### config.mk
export PLATFORM = sky130hd
export DESIGN_NAME = rom_load_sched
export DESIGN_NICKNAME = d
export VERILOG_FILES = /design/src/rtl/rom_load_pkg.sv /design/src/rtl/rom_load_fifo.sv /design/src/rtl/rom_load_sched.sv
export SDC_FILE = /design/constraint.sdc
export NUM_CORES = 1
export LEC_CHECK = 0
export BUFFER_PORTS_ARGS = -buffer_cell sky130_fd_sc_hd__buf_2
export CORE_AREA = 2 2 126 128
export CTS_BUF_LIST = sky130_fd_sc_hd__clkbuf_8
export DETAILED_ROUTE_END_ITERATION = 8
export DIE_AREA = 0 0 128 130
export GPL_ROUTABILITY_DRIVEN = 0
export PLACE_DENSITY_LB_ADDON = 0.3
export SYNTH_ARGS = -nofsm -noshare
export SYNTH_HDL_FRONTEND = slang
export SYNTH_SLANG_ARGS = --single-unit
export TNS_END_PERCENT = 5
### constraint.sdc
create_clock -name clk_sys -period 2.3 [get_ports clk_sys]
set_input_delay 0.46 -clock clk_sys [delete_from_list [all_inputs] [get_ports clk_sys]]
set_output_delay 0.46 -clock clk_sys [all_outputs]
set_load 0.02 [all_outputs]
### src/rtl/rom_load_pkg.sv
// Shared types for the ROM download scheduler: FSM states and FIFO entry layout.
package rom_load_pkg;

    typedef enum logic [1:0] {
        ST_IDLE,
        ST_ISSUE,
        ST_WAIT,
        ST_DONE
    } state_t;

    typedef struct packed {
        logic [24:0] addr;
        logic [7:0]  data;
    } entry_t;

endpackage

### src/rtl/rom_load_fifo.sv
// Small synchronous FIFO holding captured download bytes until they are written.
// Pointers carry one extra wrap bit so full and empty are told apart without a counter.
module rom_load_fifo
    import rom_load_pkg::*;
#(
    parameter int DEPTH = 4
) (
    input  logic   clk,
    input  logic   reset,
    input  logic   push,
    input  logic   pop,
    input  entry_t din,
    output entry_t dout,
    output logic   full,
    output logic   empty
);

    localparam int AW = $clog2(DEPTH);

    entry_t      mem [DEPTH];
    logic [AW:0] wr_ptr;
    logic [AW:0] rd_ptr;
    logic        do_push;
    logic        do_pop;

    assign empty   = (wr_ptr == rd_ptr);
    assign full    = (wr_ptr[AW] != rd_ptr[AW]) && (wr_ptr[AW-1:0] == rd_ptr[AW-1:0]);
    assign do_pop  = pop && !empty;
    // A pop in the same cycle frees a slot, so a full FIFO still accepts the push.
    assign do_push = push && (!full || do_pop);
    assign dout    = mem[rd_ptr[AW-1:0]];

    // Advance read/write pointers; reset flushes the contents.
    always_ff @(posedge clk) begin
        if (reset) begin
            wr_ptr <= '0;
            rd_ptr <= '0;
        end else begin
            if (do_push) wr_ptr <= wr_ptr + (AW + 1)'(1);
            if (do_pop)  rd_ptr <= rd_ptr + (AW + 1)'(1);
        end
    end

    // Entry storage; no reset needed since the pointers define validity.
    always_ff @(posedge clk) begin
        if (do_push) mem[wr_ptr[AW-1:0]] <= din;
    end

endmodule

### src/rtl/rom_load_sched.sv
// ROM download scheduler: queues data_io bytes, writes them one at a time to the
// SDRAM port selected by address region, then flags completion and stretches the
// game core reset.
module rom_load_sched
    import rom_load_pkg::*;
#(
    parameter int          FIFO_DEPTH  = 4,
    parameter logic [24:0] SND_BASE    = 25'h0010000,
    parameter int          ACK_TIMEOUT = 255,
    parameter logic [15:0] RESET_HOLD  = 16'hFFFF
) (
    input  logic        clk_sys,
    input  logic        reset,
    input  logic        ioctl_downl,
    input  logic        ioctl_wr,
    input  logic [24:0] ioctl_addr,
    input  logic [7:0]  ioctl_dout,
    input  logic        soft_reset,
    output logic        port1_req,
    input  logic        port1_ack,
    output logic        port2_req,
    input  logic        port2_ack,
    output logic [22:0] wr_a,
    output logic [1:0]  wr_ds,
    output logic [15:0] wr_d,
    output logic        wr_we,
    output logic        busy,
    output logic        overflow,
    output logic        timeout,
    output logic        rom_loaded,
    output logic        core_reset
);

    localparam int            TW       = $clog2(ACK_TIMEOUT + 1);
    localparam logic [TW-1:0] ACK_LAST = TW'(ACK_TIMEOUT - 1);

    state_t        state;
    state_t        exit_state;
    logic          wr_q;
    logic          downl_q;
    logic          pending;
    logic          sel_p2;
    logic [TW-1:0] ack_cnt;
    logic [15:0]   rst_cnt;
    logic          push;
    logic          pop;
    logic          fifo_full;
    logic          fifo_empty;
    logic          downl_fall;
    logic          ack_match;
    entry_t        head;
    entry_t        in_entry;

    assign push       = ioctl_wr & ~wr_q & ioctl_downl;
    assign pop        = (state == ST_ISSUE);
    assign downl_fall = downl_q & ~ioctl_downl;
    assign in_entry   = {ioctl_addr, ioctl_dout};
    assign ack_match  = sel_p2 ? (port2_ack == port2_req) : (port1_ack == port1_req);
    // Completion is only reported once every queued byte has been written.
    assign exit_state = (pending && fifo_empty) ? ST_DONE : ST_IDLE;
    assign busy       = !fifo_empty || (state != ST_IDLE);

    rom_load_fifo #(
        .DEPTH (FIFO_DEPTH)
    ) u_fifo (
        .clk   (clk_sys),
        .reset (reset),
        .push  (push),
        .pop   (pop),
        .din   (in_entry),
        .dout  (head),
        .full  (fifo_full),
        .empty (fifo_empty)
    );

    // Previous-cycle copies of the strobe and download flag for edge detection.
    // Reset loads the live levels so a strobe held across reset is not re-captured.
    always_ff @(posedge clk_sys) begin
        if (reset) begin
            wr_q    <= ioctl_wr;
            downl_q <= ioctl_downl;
        end else begin
            wr_q    <= ioctl_wr;
            downl_q <= ioctl_downl;
        end
    end

    // Write scheduler: one toggle-handshake write outstanding at a time.
    always_ff @(posedge clk_sys) begin
        if (reset) begin
            state      <= ST_IDLE;
            port1_req  <= port1_ack;
            port2_req  <= port2_ack;
            sel_p2     <= 1'b0;
            wr_we      <= 1'b0;
            wr_a       <= '0;
            wr_ds      <= '0;
            wr_d       <= '0;
            ack_cnt    <= '0;
            pending    <= 1'b0;
            overflow   <= 1'b0;
            timeout    <= 1'b0;
            rom_loaded <= 1'b0;
        end else begin
            case (state)
                ST_IDLE: begin
                    if (!fifo_empty)  state <= ST_ISSUE;
                    else if (pending) state <= ST_DONE;
                end
                ST_ISSUE: begin
                    wr_a    <= head.addr[23:1];
                    wr_ds   <= {head.addr[0], ~head.addr[0]};
                    wr_d    <= {head.data, head.data};
                    wr_we   <= 1'b1;
                    ack_cnt <= '0;
                    if (head.addr >= SND_BASE) begin
                        sel_p2    <= 1'b1;
                        port2_req <= ~port2_req;
                    end else begin
                        sel_p2    <= 1'b0;
                        port1_req <= ~port1_req;
                    end
                    state <= ST_WAIT;
                end
                ST_WAIT: begin
                    if (ack_match) begin
                        wr_we <= 1'b0;
                        state <= exit_state;
                    end else if (ack_cnt == ACK_LAST) begin
                        // Give up on this write; realign req so the port looks idle.
                        timeout <= 1'b1;
                        wr_we   <= 1'b0;
                        if (sel_p2) port2_req <= port2_ack;
                        else        port1_req <= port1_ack;
                        state <= exit_state;
                    end else begin
                        ack_cnt <= ack_cnt + TW'(1);
                    end
                end
                ST_DONE: begin
                    rom_loaded <= 1'b1;
                    pending    <= 1'b0;
                    state      <= ST_IDLE;
                end
                default: state <= ST_IDLE;
            endcase
            if (downl_fall)                    pending  <= 1'b1;
            if (push && fifo_full && !pop)     overflow <= 1'b1;
        end
    end

    // Core reset stretch: held while loading or on soft reset, released after the count.
    always_ff @(posedge clk_sys) begin
        if (reset) begin
            rst_cnt    <= RESET_HOLD;
            core_reset <= 1'b1;
        end else begin
            if (soft_reset || !rom_loaded || ioctl_downl) rst_cnt <= RESET_HOLD;
            else if (rst_cnt != 16'd0)                    rst_cnt <= rst_cnt - 16'd1;
            core_reset <= (rst_cnt != 16'd0);
        end
    end

endmodule

# Word-level counts from Yosys, hierarchy flattened
# Memories as Yosys holds them, arrays and structs flattened. A register that Yosys moved wholly into a read port is not among the register bits.
# Index checks and enable logic that the tools add are counted.
[word_totals]
ff_bits = 84
ramBits = 132
inputBits = 40
wordCells = 112
mem_count = 1
[classes]
n_addsub = 4
magnitude_cmp = 1
eq_ne = 19
n_mux = 32
bitwise = 9
reduce_logical = 27
[mem_list]
columns = ["memory", "depth", "width", "rd", "rd_ports_with_merged_regs", "wr", "line", "source"]
rows = [
  ["u_fifo.mem", 4, 33, 1, 1, 1, "rom_load_fifo.sv:20", "entry_t mem [DEPTH];"],
]
[op_table]
columns = ["cell", "count"]
rows = [
  ["$ge A25 B17 Y1 const B", 1],
  ["$ne A3 B3 Y1 const B", 7],
  ["$mux W1", 18],
  ["$mux W8", 2],
  ["$pmux W8 S2", 1],
  ["$reduce_bool A16 Y1", 1],
  ["$sub A16 B1 Y16 const B", 1],
  ["$mux W2", 7],
  ["$reduce_and A5 Y1", 2],
  ["$add A8 B1 Y8 const B", 1],
  ["$eq A8 B8 Y1 const B", 1],
  ["$pmux W2 S4", 1],
  ["$add A3 B1 Y3 const B", 2],
  ["$logic_and A1 B1 Y1", 6],
  ["$not A1 Y1", 6],
  ["$pmux W1 S2", 3],
  ["$reduce_and A3 Y1", 2],
  ["$reduce_bool A2 Y1", 3],
  ["$eq A2 B2 Y1 const B", 2],
  ["$logic_not A1 Y1", 4],
  ["$logic_or A1 B1 Y1", 4],
  ["$ne A2 B2 Y1 const B", 2],
  ["$reduce_and A2 Y1", 2],
  ["$and A1 B1 Y1", 3],
  ["9 further kinds", 10],
]

# Depth between registers and ports, before layout
[depth]
depth_word = 7
ltp_mapped = 8
mapped_depth_nobuf = 7

# Modules after synthesis
# A second synthesis with hierarchy kept.
[hier_totals]
hier_cells = 567
hier_area_um2 = 8476.9
[by_module_without_submodules]
columns = ["mod", "n_inst", "cells_per_inst", "area_each_um2", "seq_area_each_um2"]
rows = [
  ["rom_load_fifo", 1, 228, 5302.6, 4124.0],
  ["rom_load_sched", 1, 339, 3174.3, 1421.4],
]

# Least setup slack after synthesis
# No wires, ideal clock.
[synth_timing]
path_kind = "register to register"
startpoint = "reg state[1]"
endpoint = "mem u_fifo.mem[3][0] (netlist name), enable pin"
setup_time_ns = 0.395
t_arrival_ns = 2.071
required_time_ns = 1.905
setup_slack_ns = -0.166
path_stages_with_launch = 7
n_path_buf = 1
cell_sequence = "dfxtp_1 -> inv_1 -> ha_1 -> clkbuf_1 -> inv_1 -> a41oi_1 -> and2_1"
[synth_between]
elab_chain_cells = 6
[synth_lines]
columns = ["element", "line", "source"]
rows = [
  ["from (decl)", "rom_load_sched.sv:37", "state_t state;"],
  ["from (signal assigned)", "rom_load_sched.sv:128", "state <= exit_state;"],
  ["from (signal assigned)", "rom_load_sched.sv:135", "state <= exit_state;"],
  ["$eq A2 B1 Y1", "rom_load_sched.sv:55", "assign pop = (state == ST_ISSUE);"],
  ["$logic_and A1 B1 Y1", "rom_load_fifo.sv:28", "assign do_pop = pop && !empty;"],
  ["$logic_or A1 B1 Y1", "rom_load_fifo.sv:30", "assign do_push = push && (!full || do_pop);"],
  ["$logic_and A1 B1 Y1", "rom_load_fifo.sv:30", ""],
  ["$mux W1", "rom_load_fifo.sv:46", "if (do_push) mem[wr_ptr[AW-1:0]] <= din;"],
  ["$mux W1 (not written as such)", "rom_load_fifo.sv:46", ""],
  ["to (decl)", "rom_load_fifo.sv:20", ""],
]
# Every way passes these cells.

==> results_dict.tcl <==
set metrics [dict create \
    outcome "completed" \
    synth_warnings 0 \
    yosys.area_share.simple_pct 8.26 \
    tightest_slew_ns 0.583 \
    viasPerCell 5.50 \
    dp_hpwl_mm 9.90 \
    crit_chain "mux4_2 -> or4_4 -> nor3_4 -> nand3_1 -> a21o_1" \
    tritoncts "built" \
    finalClockSkew_ns 0.0142 \
    gr-usage-met3_pct 4.59 \
    yosys_register_bits 210 \
    worstPathArrival_ns 2.55 \
    yosysUniqueCellTypes 50 \
    cts-buffers-inserted 34 \
    grt_max_degree 34 \
    synth_top_cell_by_area "edfxtp_1" \
    timing.max_cap.violations 0 \
    h-tree-depth 2 \
    synthMuxAreaShare_pct 13.1 \
    final_design_area_no_fill_sq_um 9610 \
    synthToLayoutAreaGrowth_pct 17.0 \
    synth_top_cell_area_share_pct 49.0 \
    tns_ns 0 \
    grt_pass1_vias 4927 \
    rr_endpoint "port2_req" \
    start_kind "register" \
    synth.area.top_cells "edfxtp_1 49%, dfxtp_1 19%, mux4_2 9.1%" \
    drc 0 \
    p_leak_nw 3.53 \
    syn-num-nets 604 \
    fmaxAchievable_mhz 440 \
    slowest_delay_ns 0.56 \
    critPathRequiredTime_ns 2.57 \
    finalMaxSlewViolations 0 \
    grtUsageMet2_pct 32.1 \
    drtPass1Iterations 4 \
    mostFrequentLayoutCells "134 x edfxtp_1, 88 x buf_2, 74 x dfxtp_1" \
    worst-path-buf-inv 0 \
    wl_per_cell_microns 17.2 \
    synth_top_family_by_area "multiplexers" \
    first_iter_violations 342 \
    hold_viol_final 0 \
    drive_above_1_share_pct 29.6 \
    numPortBuffers 88 \
    yosys.area_share.xor_xnor_pct 2.35 \
    placedCellCount 821 \
    syn_inst 551 \
    hold_path.class "input port to register" \
    worst_setup_path_end_kind "register" \
    initial_utilization_pct 53.2 \
    cts-root-buf "clkbuf_8" \
    die_y_microns 130 \
    clk_pin_slew_ns 0.06 \
    final_common_cell "edfxtp_1" \
    peakVddDrop_v 0.000524 \
    clk_latency_ns 0.51 \
    antenna_found_initial 0 \
    grt_usage_pct 18.9 \
    p_per_area_nw_per_um2 937 \
    rsz0062_at_grt "true" \
    synthAdderAreaFrac_pct 1.98 \
    clock_sinks 210 \
    period_minus_slack_ns 2.28 \
    slew_headroom_pct 61.2 \
    fin_crit_sh_pct 98.9 \
    rows 46 \
    design.core.area_sq_um 15400 \
    diodes 0 \
    yosysSeqAreaShare_pct 67.5 \
    path_max_fanout 7 \
    avgSynthCellArea_sq_um 14.9 \
    ant_nets 0 \
    grt_pass1_wl_mm 24.6 \
    ioPinCount 89 \
    grt_util_met1_pct 24.2 \
    via_count 4860 \
    grt-busiest-layer "met2" \
    netlist_area_sq_um 8210 \
    ys.flop_type "edfxtp_1" \
    synth_compound_area_share_pct 4.37 \
    cp.depth 5 \
    crit_end "port2_req" \
    cpMaxStageDelayCell "or4_4" \
    clk_path_buf_depth 3 \
    fp.dieW_microns 128 \
    nets 720 \
    grt-ovfl-total 0 \
    cpLargestDelayFamily "simple AND/OR/NAND/NOR gates" \
    rrSetupSlack_ns 0.02 \
    place_area_sq_um 8930 \
    synth_async_sr_flop_share_pct 0 \
    synth_enable_flop_cells 134 \
    setup_viol 0 \
    final_cells 884 \
    wl_mm 15.2 \
    r2r_cells 5 \
    die_area_sq_um 16600 \
    path_class "register to register" \
]
## kinds of logic after synthesis
| logic type | count (synthesis) |
|---|---|
| compound gates | 56 |
| xor+xnor | 22 |
| fa+ha+maj | 13 |
| buf+inv | 42 |
| flops | 210 |
| mux | 66 |
| simple gates | 142 |
## per-layer routing
layer  up-vias  part of all wire, %
met2       113                   50
met5         -                    0
met3        32                  4.5
met1      2405                   43
li1       2310                    -
met4         0                  1.9
## repair_timing
item | in CTS | in global routing
endpoints found under the setup margin | 2 | 2
cloned | 0 | 0
pin swaps | 0 | 4
hold endpoints to repair | 0 | 0
hold buffers | 0 | 0
gates resized for setup | 2 | 2
buffers inserted | 0 | 2
## through the flow
stage | utilization (%) | total power [W] | hold slack (ns) | setup slack, ns
6_report | 62.3 | 0.00900 | 0.0698 | 0.0247
2_1_floorplan | - | 0.00563 | 0.431 | -0.133
4_1_cts | 62.1 | 0.00909 | 0.0459 | 0.00819
3_5_place_dp | 57.9 | 0.00611 | 0.450 | -0.0487
5_1_grt | 62.3 | 0.00944 | 0.0559 | -0.0594
3_3_place_gp | 57.9 | 0.00605 | 0.438 | -0.0400
## flip-flops by register name, summed over array words and instances, names as in the netlist, 2 cells and up, named ones only
signal,flops
wr_d,8
state,2
wr_ds,2
wr_a,23
u_fifo.wr_ptr,3
u_fifo.mem,132
rst_cnt,16
ack_cnt,8
u_fifo.rd_ptr,3
## area by class of cell
cell class / count / area (sq um)
clock buffers: 39 / 537
clock inverters: 22 / 105
fillers: 1172 / 5820
inverters: 11 / 41.3
multi-input cells: 299 / 2490
flip-flops and latches: 210 / 5550
well taps: 192 / 240
repair buffers: 111 / 638
## power by group
group / total (W) / internal [W] / switching (W)
Clock: 0.00297 / 0.00157 / 0.00140
Sequential: 0.00437 / 0.00423 / 0.000144
Combinational: 0.00167 / 0.000650 / 0.00102
## cells in the mapped netlist (all sizes together) (12+ instances only)
master	n
a21oi	12
buf	16
clkbuf	15
dfxtp	76
edfxtp	134
ha	13
mux2i	33
mux4	33
nand2	26
nor2	57
o21ai	19
xor2	13
## worst min-delay path by stage
stage / from / to / slack, ns / cells past startpoint
2_1_floorplan: downl_q / pending / 0.43 / 2
6_report: ioctl_wr / wr_q / 0.07 / 1
4_1_cts: ioctl_wr / wr_q / 0.05 / 1
3_5_place_dp: wr_we / wr_we / 0.45 / 2
5_1_grt: ioctl_wr / wr_q / 0.06 / 1
3_3_place_gp: timeout / timeout / 0.44 / 2
No activity file was read; power rests on OpenSTA's default activity.
